<file path="config.mk">
export PLATFORM = sky130hd
export DESIGN_NAME = regfile_bist
export DESIGN_NICKNAME = d
export VERILOG_FILES = /design/src/rtl/regfile_bist.sv
export SDC_FILE = /design/constraint.sdc
export NUM_CORES = 1
export LEC_CHECK = 0
export CELL_PAD_IN_SITES_DETAIL_PLACEMENT = 1
export CELL_PAD_IN_SITES_GLOBAL_PLACEMENT = 1
export CORE_MARGIN = 2
export CORE_UTILIZATION = 27
export DETAILED_ROUTE_END_ITERATION = 8
export GPL_ROUTABILITY_DRIVEN = 0
export PLACE_DENSITY_LB_ADDON = 0.1
export SLEW_MARGIN = 10
export SYNTH_ARGS = -nofsm -noshare
export SYNTH_HDL_FRONTEND = slang
export SYNTH_SLANG_ARGS = --single-unit
export TNS_END_PERCENT = 1
</file>
<file path="constraint.sdc">
create_clock -name Clk -period 4.33 [get_ports Clk]
set_input_delay 1.0825 -clock Clk [delete_from_list [all_inputs] [get_ports Clk]]
set_output_delay 1.0825 -clock Clk [all_outputs]
set_load 0.02 [all_outputs]
</file>
<file path="src/rtl/regfile_bist.sv">
// Self-test initiator for the 32x32 register file: writes a per-register pattern, reads it back in pairs, counts mismatches.
// Optional second inverted-pattern pass is compiled in when REGFILE_BIST_INVERT_PASS_EN is defined.
module regfile_bist #(
    parameter int unsigned FIRST_REG = 8,
    parameter int unsigned LAST_REG  = 25,
    parameter logic [31:0] SEED      = 32'h0000_1234
) (
    input  logic        Clk,
    input  logic        Reset,
    input  logic        Start,
    output logic        Busy,
    output logic        Done,
    output logic        Pass,
    output logic [5:0]  ErrorCount,
    output logic [4:0]  FirstFailReg,
    output logic [4:0]  ReadRegister1,
    output logic [4:0]  ReadRegister2,
    output logic [4:0]  WriteRegister,
    output logic [31:0] WriteData,
    output logic        RegWrite,
    input  logic [31:0] ReadData1,
    input  logic [31:0] ReadData2
);

    typedef enum logic [2:0] {
        IDLE,
        WRITE,
        READ,
        CHECK,
`ifdef REGFILE_BIST_INVERT_PASS_EN
        PASS2,
`endif
        DONE
    } state_t;

    localparam logic [5:0] FIRST = 6'(FIRST_REG);
    localparam logic [5:0] LAST  = 6'(LAST_REG);

    state_t      state, state_next;
    logic [5:0]  r, r_next;
`ifdef REGFILE_BIST_INVERT_PASS_EN
    logic        inv, inv_next;
`else
    localparam logic inv = 1'b0;
`endif

    logic        busy_next, done_next, pass_next, rw_next;
    logic [5:0]  err_next;
    logic [4:0]  ffr_next, rr1_next, rr2_next, wreg_next;
    logic [31:0] wdata_next;
    logic        m1, m2;
    logic [6:0]  err_sum;

    function automatic logic [31:0] pat(input logic [4:0] reg_num, input logic invert);
        logic [31:0] p;
        p = {reg_num, SEED[26:0]};
        return invert ? ~p : p;
    endfunction

    always_ff @(posedge Clk) begin
        if (Reset) state <= IDLE;
        else       state <= state_next;
    end

    always_comb begin
        state_next = state;
        case (state)
            IDLE, DONE: if (Start) state_next = WRITE;
            WRITE:      if (r == LAST) state_next = READ;
            READ:       state_next = CHECK;
            CHECK: begin
                if (r + 6'd2 > LAST) begin
`ifdef REGFILE_BIST_INVERT_PASS_EN
                    state_next = inv ? DONE : PASS2;
`else
                    state_next = DONE;
`endif
                end else begin
                    state_next = READ;
                end
            end
`ifdef REGFILE_BIST_INVERT_PASS_EN
            PASS2:      state_next = WRITE;
`endif
            default:    state_next = IDLE;
        endcase
    end

    // Outputs are the registered image of these next values, so they trail the state by one cycle.
    always_comb begin
        r_next     = r;
`ifdef REGFILE_BIST_INVERT_PASS_EN
        inv_next   = inv;
`endif
        busy_next  = 1'b0;
        done_next  = 1'b0;
        rw_next    = 1'b0;
        wreg_next  = '0;
        wdata_next = '0;
        rr1_next   = '0;
        rr2_next   = '0;
        err_next   = ErrorCount;
        ffr_next   = FirstFailReg;
        m1         = 1'b0;
        m2         = 1'b0;
        err_sum    = '0;
        case (state)
            IDLE, DONE: begin
                done_next = (state == DONE) && !Start;
                if (Start) begin
                    r_next   = FIRST;
                    err_next = '0;
                    ffr_next = '0;
`ifdef REGFILE_BIST_INVERT_PASS_EN
                    inv_next = 1'b0;
`endif
                end
            end
            WRITE: begin
                busy_next  = 1'b1;
                rw_next    = 1'b1;
                wreg_next  = r[4:0];
                wdata_next = pat(r[4:0], inv);
                r_next     = (r == LAST) ? FIRST : r + 6'd1;
            end
            READ: begin
                busy_next = 1'b1;
                rr1_next  = r[4:0];
                rr2_next  = (r == LAST) ? r[4:0] : r[4:0] + 5'd1;
            end
            CHECK: begin
                busy_next = 1'b1;
                rr1_next  = ReadRegister1;
                rr2_next  = ReadRegister2;
                m1        = ReadData1 != pat(ReadRegister1, inv);
                m2        = ReadData2 != pat(ReadRegister2, inv);
                err_sum   = 7'(ErrorCount) + 7'(m1) + 7'(m2);
                err_next  = (err_sum > 7'd63) ? 6'd63 : err_sum[5:0];
                if (FirstFailReg == '0) begin
                    if (m1)      ffr_next = ReadRegister1;
                    else if (m2) ffr_next = ReadRegister2;
                end
                r_next = r + 6'd2;
            end
`ifdef REGFILE_BIST_INVERT_PASS_EN
            PASS2: begin
                busy_next = 1'b1;
                r_next    = FIRST;
                inv_next  = 1'b1;
            end
`endif
            default: ;
        endcase
        pass_next = done_next && (err_next == '0);
    end

    always_ff @(posedge Clk) begin
        if (Reset) begin
            r             <= '0;
`ifdef REGFILE_BIST_INVERT_PASS_EN
            inv           <= 1'b0;
`endif
            Busy          <= 1'b0;
            Done          <= 1'b0;
            Pass          <= 1'b0;
            ErrorCount    <= '0;
            FirstFailReg  <= '0;
            ReadRegister1 <= '0;
            ReadRegister2 <= '0;
            WriteRegister <= '0;
            WriteData     <= '0;
            RegWrite      <= 1'b0;
        end else begin
            r             <= r_next;
`ifdef REGFILE_BIST_INVERT_PASS_EN
            inv           <= inv_next;
`endif
            Busy          <= busy_next;
            Done          <= done_next;
            Pass          <= pass_next;
            ErrorCount    <= err_next;
            FirstFailReg  <= ffr_next;
            ReadRegister1 <= rr1_next;
            ReadRegister2 <= rr2_next;
            WriteRegister <= wreg_next;
            WriteData     <= wdata_next;
            RegWrite      <= rw_next;
        end
    end

endmodule
</file>
==> results of run 1 <==
==> flip-flops by register name (all words and copies together), names as in the netlist <==
name,cells
Busy,1
ErrorCount,6
ReadRegister1,5
WriteData,6
ReadRegister2,5
state,3
FirstFailReg,5
Done,1
r,6
Pass,1
==> layout make-up <==
class / instances / share of cell area
clock buffer: 6 / 0.0206
clock inverter: 2 / 0.0171
inverter: 9 / 0.00961
multi-input combinational: 203 / 0.382
sequential: 39 / 0.222
tap: 108 / 0.0384
timing repair buffer: 110 / 0.310
==> worst max-delay path, cell delays in order <==
cell             delay, ps
clkdlybuf4s50_1        400
nor4b_1                450
nand4_1                140
or3_1                  410
fa_1                   440
ha_1                   230
and3_1                 190
nand3_1                150
a21oi_1                 90
a31oi_1                230
nand4_1                130
nor4b_1                290
==> layout by cell type, fill, tap and decap left out, types with 3 or more instances in the layout <==
master           instances
nand4_1                 10
nor4b_1                  4
nand2_1                 20
o21ai_0                 11
buf_4                    4
xor2_1                   6
inv_1                    9
and3_1                   3
nand3_1                  6
o2bb2ai_1                5
and2_1                   5
a211oi_1                 3
a22o_1                   6
nor2_1                  21
dfxtp_1                 39
nor4b_2                  3
nor4_1                   7
ha_1                     6
mux2i_1                  6
conb_1                  22
xnor2_1                 10
a31oi_1                  4
nor3_1                   5
a21oi_1                 10
clkbuf_8                 5
clkdlybuf4s50_1        106
==> stage by stage <==
| stage | area (sq um) | power (uW) |
|---|---|---|
| 2_1_floorplan | 2440 | 551 |
| 3_3_place_gp | 3380 | 644 |
| 3_5_place_dp | 3380 | 645 |
| 4_1_cts | 3510 | 1010 |
| 5_1_grt | 3510 | 1050 |
| 6_report | 3510 | 1000 |
==> layer usage <==
layer  vias to the layer above  wire length [microns]  share of wire
met1                      1080                   3610           0.47
met2                        88                   3450           0.45
met4                         0                     93          0.012
met5                         -                      0              0
li1                       1123                      -              -
met3                         9                    517          0.067
==> power by group <==
part,internal [uW],switching (uW),total [uW]
sequential,372,28.0,400
clock,230,132,363
combinational,118,119,237
total,721,279,1000
==> cells by family (layout without fill, tap and decap cells) <==
| kind of cell | count (synthesis) | in the layout | synth area share |
|---|---|---|---|
| simple gates | 100 | 100 | 0.253 |
| other cells | 1 | 22 | 0.00159 |
| compound gates | 52 | 52 | 0.156 |
| flops | 39 | 39 | 0.331 |
| xor+xnor | 16 | 16 | 0.0594 |
| fa+ha+maj | 7 | 7 | 0.0403 |
| mux | 6 | 6 | 0.0255 |
| buf+inv | 51 | 127 | 0.133 |
==> how the worst max path moves through the flow <==
stage / from / endpoint / slack [ps] / cells past startpoint
2_1_floorplan: ReadData2[0] / Pass / 780 / 11
3_3_place_gp: ReadData2[0] / Pass / 80 / 12
3_5_place_dp: ReadData1[19] / Pass / -6 / 12
4_1_cts: ReadData1[19] / Pass / 270 / 12
5_1_grt: ReadData2[0] / Pass / 20 / 12
6_report: ReadData2[0] / Pass / 270 / 12
==> flow_summary.ini, run 1 <==
[timing]
rsz0062_at_grt = false
hold_violations = 0
maxSlewViolCount = 0
min_period_ps = 4060
fin_crit_sh = 0.937
fmax_ghz = 0.246
max_slew_margin = 0.607
tightest_slew_ps = 587
fin_setup_tns_ps = 0
whs_ps = 481
setup_viol = 0
finalWorstSetupSlack_ps = 272
fin_skew_ps = 7.56

[logic_synthesis]
synth_common_cells = dfxtp_1 (39), buf_4 (32), nor2_1 (21)
ys_ff_latch = 39
yosysWarnings = 0
synth-main-ff-cell = dfxtp_1
synth_edf_count = 0
synthArstFlopShare = 0
yosysMostFrequentCell = dfxtp_1
yosys.area.top_type = dfxtp_1
yosysSeqAreaShare = 0.331
synth_top_area_share = 0.331
synthesis.area_sq_um = 2360
syn_area_per_cell_sq_um = 8.67
synthCells = 272
yosys-top-cells-area = dfxtp_1 (33%), buf_4 (10%), xnor2_1 (3.7%), nor2_1 (3.3%), ha_1 (3.2%)
yosys.cell_types.count = 52

[finish]
area_growth_pct = 49.1
layout.nets = 442
fin_cells = 477
final_util = 0.409
antenna_cells = 0
multi_input_area_sq_um = 1340
n_fill_cell = 1018
register_area_sq_um = 781
drive_above_1_share = 0.0650

[clocking]
cts_buffer_depth = 2
cts.clk_slew.worst_paths_ps = 80
hold_buffers = 0
cts-root-buf = clkbuf_8
clk_latency_ps = 290
cts_tree = built
h-tree-depth = 2
ctsResizeCount = 0
clock_sinks = 39
numCtsBuffers = 5
post_cts.repair.setup_buffers = 0

[floorplanning]
die_area_sq_um = 9490
io_pins = 129
die_y_microns = 97.4
start_util = 0.274
core-area_sq_um = 8590
rows = 34
dieWidth_microns = 97.4

[global_routing]
use_met2 = 0.255
use_met3 = 0.0460
grt.overflow.total = 0
antenna_found_initial = 0
busiest_layer = met2
grt_pass1_vias = 2319
grt_max_degree = 14
grtUsageMet1 = 0.213
track_usage = 0.160
grt_pass1_wl_microns = 12300

[critical_path]
timing.critical_path.fanout_max = 4
path_class = in -> reg
r2r_setup_slack_ps = 1200
reg2reg_to = Pass
r2r_start = ReadRegister1[1]
critPathCaptureType = flop
required_ps = 4520
cp.arrival_ps = 4250
startpoint_type = input port
rr_worst_depth = 11

[hold_path]
holdCritStartpoint = FirstFailReg[3]
hold_depth = 1
min_to = FirstFailReg[3]
min_path_type = reg -> reg

[placed_design]
place_ws_ps = -6.33
io_buffer_count = 106
dp_cells = 469
dp_hpwl_microns = 6210

[power]
p_leak_uw = 0.00126
vdd_ir_drop_max_uv = 164
pwr_density_cell_nw_per_um2 = 285

[detailed_routing]
drt-initial-drc-count = 43
wire_per_inst_microns = 16.1
drc = 0
drtPass1Iterations = 4
dr_total_vias = 2300
drt_wl_total_microns = 7670
postRouteAntennaNets = 0
via_per_inst = 4.82

[run_status]
outcome = finished, final reports clean

[flow_run]
cap_violations = 0
Note: power is estimated with default switching activity, not from simulation.
==> run 2: changes to the inputs <==
--- a/config.mk
+++ b/config.mk
@@ -10,9 +10,8 @@
 export CORE_MARGIN = 2
 export CORE_UTILIZATION = 27
 export DETAILED_ROUTE_END_ITERATION = 8
-export GPL_ROUTABILITY_DRIVEN = 0
 export PLACE_DENSITY_LB_ADDON = 0.1
-export SLEW_MARGIN = 10
+export SLEW_MARGIN = 20
 export SYNTH_ARGS = -nofsm -noshare
 export SYNTH_HDL_FRONTEND = slang
 export SYNTH_SLANG_ARGS = --single-unit
==> results of run 2 <==
Final layout, timing and power as in run 1 (identical DEF).
